==> src/rtl/bitwise_alu_arbiter.sv <==
// Two-requester arbiter in front of a single-op bitwise ALU (IDLE -> EXEC -> RESP).
// Define ARB_ROUND_ROBIN_EN for round-robin arbitration; the default is fixed priority to requester 0.
module bitwise_alu_arbiter #(
    parameter int WIDTH = 4
) (
    input  logic             clk,
    input  logic             rst,
    input  logic             req0,
    input  logic             req1,
    input  logic [2:0]       op0,
    input  logic [2:0]       op1,
    input  logic [WIDTH-1:0] a0,
    input  logic [WIDTH-1:0] b0,
    input  logic [WIDTH-1:0] a1,
    input  logic [WIDTH-1:0] b1,
    output logic             gnt0,
    output logic             gnt1,
    output logic             rsp_valid0,
    output logic             rsp_valid1,
    input  logic             rsp_ready0,
    input  logic             rsp_ready1,
    output logic [WIDTH-1:0] rsp_data,
    output logic             busy
);

    typedef enum logic [1:0] {IDLE, EXEC, RESP} state_e;

    state_e           state_q, state_d;
    logic             win_q, win_d;
    logic [2:0]       op_q, op_d;
    logic [WIDTH-1:0] a_q, a_d, b_q, b_d;
    logic [WIDTH-1:0] data_q, data_d;
    logic             grant;
    logic             grant_id;

    function automatic logic [WIDTH-1:0] alu(input logic [2:0] op,
                                             input logic [WIDTH-1:0] a,
                                             input logic [WIDTH-1:0] b);
        logic [WIDTH-1:0] r;
        case (op)
            3'b000:  r = a & b;
            3'b001:  r = a | b;
            3'b010:  r = a ^ b;
            3'b011:  r = ~(a & b);
            3'b100:  r = ~(a | b);
            3'b101:  r = ~(a ^ b);
            3'b110:  r = ~a;
            default: r = a;
        endcase
        return r;
    endfunction

`ifdef ARB_ROUND_ROBIN_EN
    // last_q holds the most recent winner; reset to 1 so requester 0 wins the first contention.
    logic last_q;

    always_comb begin
        grant_id = 1'b0;
        if (req0 && req1) grant_id = ~last_q;
        else              grant_id = ~req0;
    end

    always_ff @(posedge clk) begin
        if (rst)        last_q <= 1'b1;
        else if (grant) last_q <= grant_id;
    end
`else
    assign grant_id = ~req0;
`endif

    // Grant is combinational in IDLE so operands are captured in the same cycle gnt is seen.
    assign grant = (state_q == IDLE) && (req0 || req1) && !rst;

    always_comb begin
        state_d = state_q;
        win_d   = win_q;
        op_d    = op_q;
        a_d     = a_q;
        b_d     = b_q;
        data_d  = data_q;
        case (state_q)
            IDLE: begin
                if (grant) begin
                    win_d   = grant_id;
                    op_d    = grant_id ? op1 : op0;
                    a_d     = grant_id ? a1 : a0;
                    b_d     = grant_id ? b1 : b0;
                    state_d = EXEC;
                end
            end
            EXEC: begin
                data_d  = alu(op_q, a_q, b_q);
                state_d = RESP;
            end
            RESP: begin
                if (win_q ? rsp_ready1 : rsp_ready0) state_d = IDLE;
            end
            default: state_d = IDLE;
        endcase
    end

    always_ff @(posedge clk) begin
        if (rst) begin
            state_q <= IDLE;
            win_q   <= 1'b0;
            op_q    <= 3'b000;
            a_q     <= '0;
            b_q     <= '0;
            data_q  <= '0;
        end else begin
            state_q <= state_d;
            win_q   <= win_d;
            op_q    <= op_d;
            a_q     <= a_d;
            b_q     <= b_d;
            data_q  <= data_d;
        end
    end

    assign gnt0       = grant && !grant_id;
    assign gnt1       = grant && grant_id;
    assign rsp_valid0 = (state_q == RESP) && !win_q;
    assign rsp_valid1 = (state_q == RESP) && win_q;
    assign rsp_data   = data_q;
    assign busy       = (state_q != IDLE);

endmodule
==> config.mk <==
export PLATFORM = sky130hd
export DESIGN_NAME = bitwise_alu_arbiter
export DESIGN_NICKNAME = d
export VERILOG_FILES = /design/src/rtl/bitwise_alu_arbiter.sv
export SDC_FILE = /design/constraint.sdc
export NUM_CORES = 1
export LEC_CHECK = 0
export ABC_AREA = 1
export CAP_MARGIN = 20
export CORE_MARGIN = 8
export CORE_UTILIZATION = 59
export CTS_BUF_LIST = sky130_fd_sc_hd__clkbuf_8
export CTS_CLUSTER_SIZE = 8
export DETAILED_ROUTE_END_ITERATION = 7
export DONT_BUFFER_PORTS = 1
export PLACE_DENSITY = 0.87
export SYNTH_ARGS = -nofsm -noshare
export SYNTH_HDL_FRONTEND = slang
export SYNTH_SLANG_ARGS = --single-unit
==> constraint.sdc <==
create_clock -name clk -period 1.5 [get_ports clk]
set_clock_uncertainty 0.2 [all_clocks]
set_input_delay 0.45 -clock clk [delete_from_list [all_inputs] [get_ports clk]]
set_output_delay 0.45 -clock clk [all_outputs]
set_load 0.01 [all_outputs]
# Word-level counts from Yosys, hierarchy flattened
# Index checks and enable logic that the tools add are counted.
# W data, S select, Z words.
[word_totals]
elab_cells = 46
out_inout_bits = 9
inputBits = 28
reg_bits = 18
[classes]
n_reduce_logical = 14
muxes = 8
bitwise = 8
eq_ne = 10
[ops]
columns = ["operator", "n"]
rows = [
  ["$pmux W4 S7", 1],
  ["$not A4 Y4", 4],
  ["$eq A3 B3 Y1 const B", 3],
  ["$mux W4", 2],
  ["$eq A3 B2 Y1 const B", 2],
  ["$logic_and A1 B1 Y1", 6],
  ["$pmux W2 S3", 1],
  ["$and A4 B4 Y4", 1],
  ["$mux W2", 2],
  ["$ne A2 B2 Y1 const B", 2],
  ["$or A4 B4 Y4", 1],
  ["$reduce_and A2 Y1", 2],
  ["$xor A4 B4 Y4", 1],
  ["$eq A3 B1 Y1 const B", 1],
  ["$logic_not A3 Y1", 1],
  ["$mux W3", 1],
  ["$eq A2 B1 Y1 const B", 1],
  ["$eq A2 B2 Y1 const B", 1],
  ["$logic_not A1 Y1", 2],
  ["$logic_not A2 Y1", 1],
  ["$reduce_bool A2 Y1", 1],
  ["$logic_or A1 B1 Y1", 1],
  ["$mux W1", 1],
  ["$not A1 Y1", 1],
]

# Depth between registers and ports, before layout
[logic_depth]
word_depth = 5
mapped_depth = 10
depth_no_buf = 10

# Worst setup path after synthesis
# No wires, ideal clock.
[synth_timing]
kind = "input -> output"
startpoint = "in rst"
endpoint = "out gnt0"
required_ns = 0.850
stages = 5
setup_slack_ns = -0.168
path_buffers = 2
arrival_time_ns = 1.018
path_cell_list = "buf_6 inv_2 o211ai_4 nor2_4 buf_6"
[synth_between]
elab_chain_cells = 3
[synth_rtl]
columns = ["element", "line", "source"]
rows = [
  ["start, declared", "7", "input logic rst,"],
  ["$logic_not A1 Y1", "72", "assign grant = (state_q == IDLE) && (req0 || req1) && !rst;"],
  ["$logic_and A1 B1 Y1", "72", ""],
  ["$logic_and A1 B1 Y1", "120", "assign gnt0 = grant && !grant_id;"],
  ["end, declared", "16", "output logic gnt0,"],
]
# Every way passes these cells.

# Worst setup path in the final report
[layout_timing]
startpoint = "reg state_q[1]"
endpoint = "out gnt0"
[layout_between]
elab_chain_cells = 4
[layout_rtl]
columns = ["element", "line", "source"]
rows = [
  ["start, declared", "28", "state_e state_q, state_d;"],
  ["start signal, assigned", "111", "state_q <= state_d;"],
  ["$logic_not A2 Y1", "72", ""],
  ["$logic_and A1 B1 Y1 (2 in a row)", "72", ""],
  ["$logic_and A1 B1 Y1", "120", ""],
]
# Every way passes these cells.

==> impl_metrics.toml <==
[finish]
layout.cells.most_common = "nand2_1"
drive_above_1_share_pct = 45.8
antenna_cells = 0
nets = 249
nFillCells = 87
layout_common_cells = "nand2_1, buf_4, inv_1"
syn_to_final_growth_pct = 40.2
register_area_um2 = 378
multiInputGateArea_um2 = 897
post-route-cell-area_mm2 = 0.00175
fin_util_pct = 88.1

[clock_tree]
cts_tree = "yes"
cts.sinks = 18
clkTransAtPathRegs_ns = 0.08
clk_latency_ns = 0.26
cts_buffers = 3
clk_path_buf_depth = 2
cts_max_level = 1
cts-root-buf = "clkbuf_8"

[grt]
antenna_found_initial = 0
grt_overflow = 0
grt_pass1_vias = 1309
grt_max_degree = 20
grt_pass1_wl_um = 5870
grt_use_total_pct = 20.2

[routing]
vias = 1583
avgRoutedWirePerCell_um = 23.1
vias_per_cell = 6.62
drtAntennaViolNets = 0
firstDrtPassIters = 5
drtIter0Drc = 233
finalWirelength_um = 5510
drc = 0

[power_and_ir_drop]
p_int_mw = 0.948
power.switching_mw = 0.507
pwr-share-clk_pct = 29.5
ir_drop_mv = 1.07
swShare_pct = 34.8
p_leak_nw = 0.701
pwr_density_cell_mw_per_mm2 = 833
p_comb_share_pct = 32.4
pwr-share-seq_pct = 38.1

[die]
die_w_um = 62.0
start_util_pct = 62.9
core_area_mm2 = 0.00198
rows = 16
io_pins = 37
die-area_mm2 = 0.00384
fp.dieH_um = 62.0

[yosys]
seq_area_frac_synth_pct = 28.9
ys_ff_latch = 18
synth_edf_count = 0
synth_cells = 183
netlist_area_mm2 = 0.00125
syn_nets = 219
synth_ff_type = "dfxtp_1"
ys_types = 24
synthArstFlopShare_pct = 0
syn_avg_cell_area_um2 = 6.81
yosysWarningCount = 0

[setup_path]
r2r_end = "rsp_data[1]"
regToRegSetupSlack_ns = -0.16
critPathArrivalTime_ns = 1.17
cp.required_ns = 0.85
worstSetupStartpointType = "register"
critPathCaptureType = "primary output"
startpoint = "state_q[1]"
rr_worst_depth = 9
critPathMaxFanout = 5
rr_startpoint = "a_q[1]"
path_class = "register to primary output"

[timing]
fmax_mhz = 548
hold_ws_ns = 0.0363
hold_violations = 0
timing.final.crit_share_pct = 122
finalSetupViolations = 19
tightest_slew_ns = 0.373
fin_ws_ns = -0.324
rsz0062_at_grt = "yes"
slew_headroom_pct = 75.0
drv_slew = 0
layout_min_cycle_time_ns = 1.82

[placed_design]
post-dp-hpwl_um = 2720
port_buffers = 0
gp_congestion = 0.852
placed_area_mm2 = 0.00139

[outcome]
violations = "negative setup slack"
status = "finished with violations"

[hold_path]
worstHoldStart = "rst"
whs_path_depth = 1
hold_end = "rsp_data[1]"
holdCritPathClass = "input port to register"

[job]
cap_viol_max_count = 0
-- what timing repair did --
action / 4_1_cts / 5_1_grt
endpoints found under the hold margin: 0 / 0
hold buffers: 0 / 0
gates cloned: 1 / 0
buffers inserted: 1 / 9
resized for setup: 13 / 50
endpoints found under the setup margin: 8 / 19
pin swaps: 3 / 12
-- flip-flops by register name, indices dropped and copies added, names as in the netlist --
name      count
win_q         1
rsp_data      4
op_q          3
state_q       2
a_q           4
b_q           4
-- per-stage QoR --
step	total power, mW	setup TNS (ns)	setup slack (ns)	std cells
3_5_place_dp	0.852	-0.111	-0.0319	225
5_1_grt	1.49	-3.12	-0.339	239
6_report	1.46	-2.52	-0.324	239
4_1_cts	1.28	-0.941	-0.250	231
2_1_floorplan	0.762	-0.250	-0.168	183
3_3_place_gp	0.840	-0.0327	-0.0169	225
-- how the worst max path moves through the flow --
stage | slack [ns] | to | depth (start not counted)
after floorplan | -0.17 | gnt0 | 5
after global placement | -0.02 | rsp_valid0 | 3
after detailed placement | -0.03 | rsp_data[2] | 8
after CTS | -0.25 | gnt1 | 5
after global routing | -0.34 | gnt0 | 3
final | -0.32 | gnt0 | 3
-- layout make-up --
| cell class | instances | share of cell area, % |
|---|---|---|
| clock buffers | 4 | 3.15 |
| multi-input cells | 134 | 51.4 |
| repair buffers | 31 | 16.0 |
| inverters | 25 | 5.87 |
| well taps | 27 | 1.93 |
| flip-flops and latches | 18 | 21.6 |
-- cell families (layout without fill, tap and decap cells) --
family          after synthesis  in the layout  share of synthesized area (%)
fa+ha+maj                     8              8                           8.03
compound gates               36             36                           17.4
buf+inv                      32             60                           12.2
flops                        18             18                           28.9
simple gates                 89             90                           33.4
-- power groups by stage --
| stage | sequential, mW | clock (mW) | combinational (mW) |
|---|---|---|---|
| finish | 0.554 | 0.430 | 0.472 |
| detailed placement | 0.553 | 0 | 0.299 |
| global placement | 0.552 | 0 | 0.288 |
| global route | 0.555 | 0.447 | 0.490 |
| floorplan | 0.545 | 0 | 0.216 |
| CTS | 0.546 | 0.411 | 0.320 |
-- critical path: stages (launching register included) --
cell      delay, ns
dfxtp_2        0.35
nor2_4         0.19
o211ai_4       0.14
nor2_4         0.23
-- per-layer routing --
layer  up-vias  global-route usage (%)  wire [um]
li1        661                       -          -
met1       709                    22.9       1880
met2       157                    37.3       2640
met3        56                    3.50        580
met4         0                    5.52        408
met5         -                       0          0
-- Yosys cell counts (2+ instances only) --
| library cell | instances | area share [%] |
|---|---|---|
| nor3_1 | 2 | 0.80 |
| dfxtp_1 | 18 | 29 |
| nand2_1 | 46 | 14 |
| inv_1 | 22 | 6.6 |
| nand2_2 | 7 | 3.5 |
| nor2_4 | 4 | 3.6 |
| nand3_1 | 12 | 4.8 |
| o21ai_1 | 7 | 2.8 |
| nand4_1 | 6 | 3.0 |
| a31oi_1 | 11 | 5.5 |
| ha_1 | 8 | 8.0 |
| a21oi_1 | 9 | 3.6 |
| nor2_1 | 11 | 3.3 |
| buf_6 | 2 | 1.8 |
| buf_2 | 2 | 0.80 |
| o21ai_0 | 6 | 2.4 |
| inv_2 | 3 | 0.90 |
Note: power is estimated with default switching activity, not from simulation.
==> patch 1: new RTL, same settings <==
The 3 states of `state_e` get a one-hot encoding in 3 bits.
--- a/src/rtl/bitwise_alu_arbiter.sv
+++ b/src/rtl/bitwise_alu_arbiter.sv
@@ -24,5 +24,5 @@
 );
 
-    typedef enum logic [1:0] {IDLE, EXEC, RESP} state_e;
+    typedef enum logic [2:0] {IDLE = 3'b001, EXEC = 3'b010, RESP = 3'b100} state_e;
 
     state_e           state_q, state_d;
Function: no difference found for any inputs over 10 cycles, from zero or initial values and one cycle with rst high; not proved beyond that.
==> patch 1 against the unedited design <==
- the run still ends with setup timing left
- global-route usage is 2.9 points lower
- combinational power increased by 11%
- via count decreased by 4.1%
- wire length shrank 27%
- synthesized area up 13%
- setup slack improved by 0.049 ns
- sequential cell count grew 1
- total power up 2.7%
- synthesized cell count up 25%
- die area increased by 9.4%
- core utilization decreased by 10 points
- design area is 0.14% lower
- largest cell class unchanged
- highest routed layer unchanged
==> patch 1: results (changes against the unedited design) <==
grt_max_degree: 19  # -5.0%
max_stage_delay_ns: 0.34
worst_pin_slew_ns: 0.246  # -0.127 ns
crit_family: "simple AND/OR/NAND/NOR gates"
syn-num-nets: 265  # +21%
ys.flop_type: "dfxtp_1"
gp_congestion: 0.927  # +8.8%
nFillCells: 143  # +64%
nets: 282  # +13%
cp_slowest_cell: "dfxtp_2"
h-tree-depth: 1  # unchanged
dr.pass1.iters: 4  # -1
ys_warn_count: 0  # unchanged
grt_pass1_vias: 1360  # +3.9%
clockBufferDepth: 2  # unchanged
synthTopCellsByArea: "dfxtp_1, nand2_1, ha_1"
insertion_delay_ns: 0.26  # about the same
p_leak_nw: 0.828  # +18%
setup_tns_ns: -1.26  # +1.27 ns
synth_async_sr_flop_share: 0  # unchanged
drt-initial-drc-count: 116  # -50%
ys_seq_area_frac: 0.270  # -0.0187
cp_max_fo: 3  # -2
setup_violations: 11  # -8
violations: "setup timing"
status: "finished with violations"
netlist_top_cells_count: "nand2_1, inv_1, dfxtp_1, nand4_1, nor2_1"
hpwl_um: 2600  # -4.2%
timing.final.ws_setup_ns: -0.275  # +0.0488 ns
ir_drop_mv: 0.724  # -32%
grt_usage: 0.173  # -0.0291
hp-class: "in -> reg"
drt-total-wl_um: 4020  # -27%
port_buffers: 0  # unchanged
antenna_cells: 0  # unchanged
root_buffer: "clkbuf_8"
placed_area_mm2: 0.00152  # +9.5%
layout-drive-gt1-share: 0.314  # -0.143
numCtsBuffers: 3  # unchanged
cts.clk_slew.worst_paths_ns: 0.07
synth_cell_types: 26  # +8.3%
vias_per_cell: 5.56  # -16%
arrival_ns: 1.13  # -0.04 ns
antenna_found_initial: 0  # unchanged
grt_pass1_wl_um: 5900  # +0.58%
patch 1: cell count changes after synthesis, sizes merged, moves of 2 or more:
cell | unedited run | this run
o21ai | 14 | 3
nor2 | 15 | 18
a31oi | 11 | 1
buf | 6 | 9
a21oi | 9 | 20
nand4 | 6 | 15
clkinv | 0 | 2
nand2 | 53 | 91
inv | 25 | 28
patch 1: kinds of logic after synthesis:
group	Yosys count	share of synthesized area
buffers and inverters	41	0.129
flip-flops	19	0.270
AO/OA/AOI/OAI	24	0.102
adder cells (fa/ha/maj)	8	0.0712
AND/OR/NAND/NOR	137	0.427
patch 1: final cells by class:
| type | count | area share |
|---|---|---|
| Sequential cell | 19 | 0.227 |
| Tap cell | 28 | 0.0201 |
| Timing Repair Buffer | 22 | 0.0990 |
| Inverter | 30 | 0.0717 |
| Clock inverter | 1 | 0.00215 |
| Multi-Input combinational cell | 169 | 0.553 |
| Timing Repair inverter | 1 | 0.00359 |
| Clock buffer | 3 | 0.0237 |
patch 1: layer usage:
layer | track usage | routed length, um | part of all wire
met2 | 0.268 | 1980 | 0.49
met4 | 0.123 | 110 | 0.027
met3 | 0.0326 | 244 | 0.061
met1 | 0.209 | 1680 | 0.42
met5 | 0 | 0 | 0
patch 1: worst reg2reg max path, delay by kind of cell (launching register included):
kind / cells / cell delay, ns
and+or+nand+nor: 5 / 0.43
buffers and inverters: 3 / 0.40
DFF: 1 / 0.34
AOI/OAI and AO/OA: 1 / 0.06
patch 1: worst paths after layout:
kind	depth (start not counted)	slack, ns	startpoint	endpoint
setup / recovery	6	-0.28	state_q[0]	gnt1
hold / removal	1	0.03	rst	op_q[1]
setup reg to reg	9	-0.03	state_q[0]	b_q[2]
hold reg to reg	2	0.27	b_q[1]	b_q[1]
patch 1: repair_timing:
item,4_1_cts,5_1_grt
setup endpoints to repair,5,20
pin swaps,1,6
cloned,0,1
buffers inserted,1,4
gates resized for setup,11,31
patch 1: stage by stage:
stage / util / setup WS (ns) / instances / power [mW]
CTS: 0.721 / -0.261 / 269 / 1.39
finish: 0.781 / -0.275 / 273 / 1.49
floorplan: - / -0.105 / 229 / 0.917
global route: 0.781 / -0.319 / 273 / 1.57
detailed placement: 0.682 / -0.0850 / 264 / 1.01
global placement: 0.682 / -0.0656 / 264 / 0.998
patch 1: power by group:
part	internal, mW	switching (mW)	total, mW	leakage [nW]
logic	0.225	0.297	0.522	0.641
registers	0.554	0.0546	0.609	0.159
clock network	0.183	0.181	0.364	0.0269
total	0.962	0.532	1.49	0.828
==> patch 2: new RTL, same settings <==
Without the edit above. The option `ARB_ROUND_ROBIN_EN` is turned on by a define.
--- a/src/rtl/bitwise_alu_arbiter.sv
+++ b/src/rtl/bitwise_alu_arbiter.sv
@@ -1,4 +1,6 @@
 // Two-requester arbiter in front of a single-op bitwise ALU (IDLE -> EXEC -> RESP).
 // Define ARB_ROUND_ROBIN_EN for round-robin arbitration; the default is fixed priority to requester 0.
+`define ARB_ROUND_ROBIN_EN
+
 module bitwise_alu_arbiter #(
     parameter int WIDTH = 4
Behaviour: not the same (a bounded check fails within 4 cycles, from zero or initial values and one cycle with rst high).
==> patch 2 against the unedited design <==
- the run still ends with setup timing left
- synthesized area grew 2.6%
- wire length shrank 32%
- maximum frequency grew 2.6%
- first-iteration DRC count shrank 74%
- total power shrank 5.4%
- sequential cell count grew 1
- setup slack gained 0.047 ns
- design area shrank 4.7%
==> patch 2: results (changes against the unedited design) <==
cp_max_fo: 3  # -2
seq-power_uw: 584  # +5.4%
comb_power_share: 0.309  # -0.015
cts_resized: 10  # -3
synthAdderAreaFrac: 0.0783  # -0.00204
synthTopCellsByArea: "dfxtp_1, nand2_1, ha_1"
arrival_ns: 1.13  # -0.04 ns
multi_input_cells: 143  # +6.7%
r2r_setup_slack_ns: -0.01  # +0.15 ns
timing.final.ws_setup_ns: -0.277  # +0.0470 ns
drt-initial-drc-count: 61  # -74%
violations: "setup timing"
ir_drop_mv: 0.726  # -32%
syn2layout_area_growth_pct: 30.2
num-nonclk-inverters: 21  # -16%
ys_seq_area_frac: 0.297  # +0.00830
grt_max_degree: 18  # -10%
final_area_mm2: 0.00167  # -4.7%
timing.hold.ws_ns: 0.0422  # +0.00593 ns
syn-num-nets: 224  # +2.3%
gp_congestion: 0.901  # +5.7%
setup_tns_ns: -0.981  # +1.54 ns
synth-seq-cells: 19  # +1
grt_usage: 0.178  # -0.0236
pre_cts_ws_ns: -0.0582  # -0.0263 ns
grt_pass1_wl_um: 5800  # -1.2%
vias: 1342  # -15%
placed_cells: 229  # +1.8%
cts_setup_buffers: 4  # +3
buffer_area_frac: 0.119  # -0.0410
nFillCells: 157  # +80%
setup_violations: 6  # -13
regArea_um2: 399  # +5.6%
dr.pass1.iters: 4  # -1
drt-total-wl_um: 3730  # -32%
swShare: 0.328  # -0.0207
powerComb_uw: 426  # -9.7%
multi_input_area_share: 0.532  # +0.0183
clkbuf_count: 3  # -1
buffers: 25  # -19%
synth_compound_area_frac: 0.200  # +0.0259
relSlewSlack: 0.804  # +0.0544
netlist_top_cells_count: "nand2_1, dfxtp_1, a21oi_1, inv_1, nand3_1"
status: "finished with violations"
hpwl_um: 2810  # +3.4%
placed_area_mm2: 0.00145  # +4.0%
max_stage_delay_ns: 0.33  # -0.02 ns
routedWlPerCell_um: 15.6  # -33%
## patch 2: changes by cell type after synthesis, moves of 5 or more
cell	unedited run	this run
o21ai_0	6	16
a21oi_1	9	18
o21ai_1	7	0
a21boi_1	0	5
a31oi_1	11	0
nand2_2	7	0
nand3_1	12	18
## patch 2: worst max-delay path: cells and delay by family (launching register included)
family	cells	cell delay, ns
buf+inv	3	0.18
flops	1	0.33
simple gates	4	0.35
## patch 2: layer usage
layer	GRT usage	vias up	part of all wire	wire (um)
met5	0	-	0	0
met4	0.0513	0	0.025	94
met3	0.0341	8	0.046	170
met2	0.361	42	0.54	2010
met1	0.175	626	0.39	1460
li1	-	666	-	-
## patch 2: final timing paths
kind | end | depth (start not counted) | from
worst max-delay path | gnt1 | 7 | state_q[0]
worst min register to register | rsp_data[3] | 2 | rsp_data[3]
worst min-delay path | a_q[2] | 1 | rst
worst max register to register | op_q[1] | 8 | state_q[0]
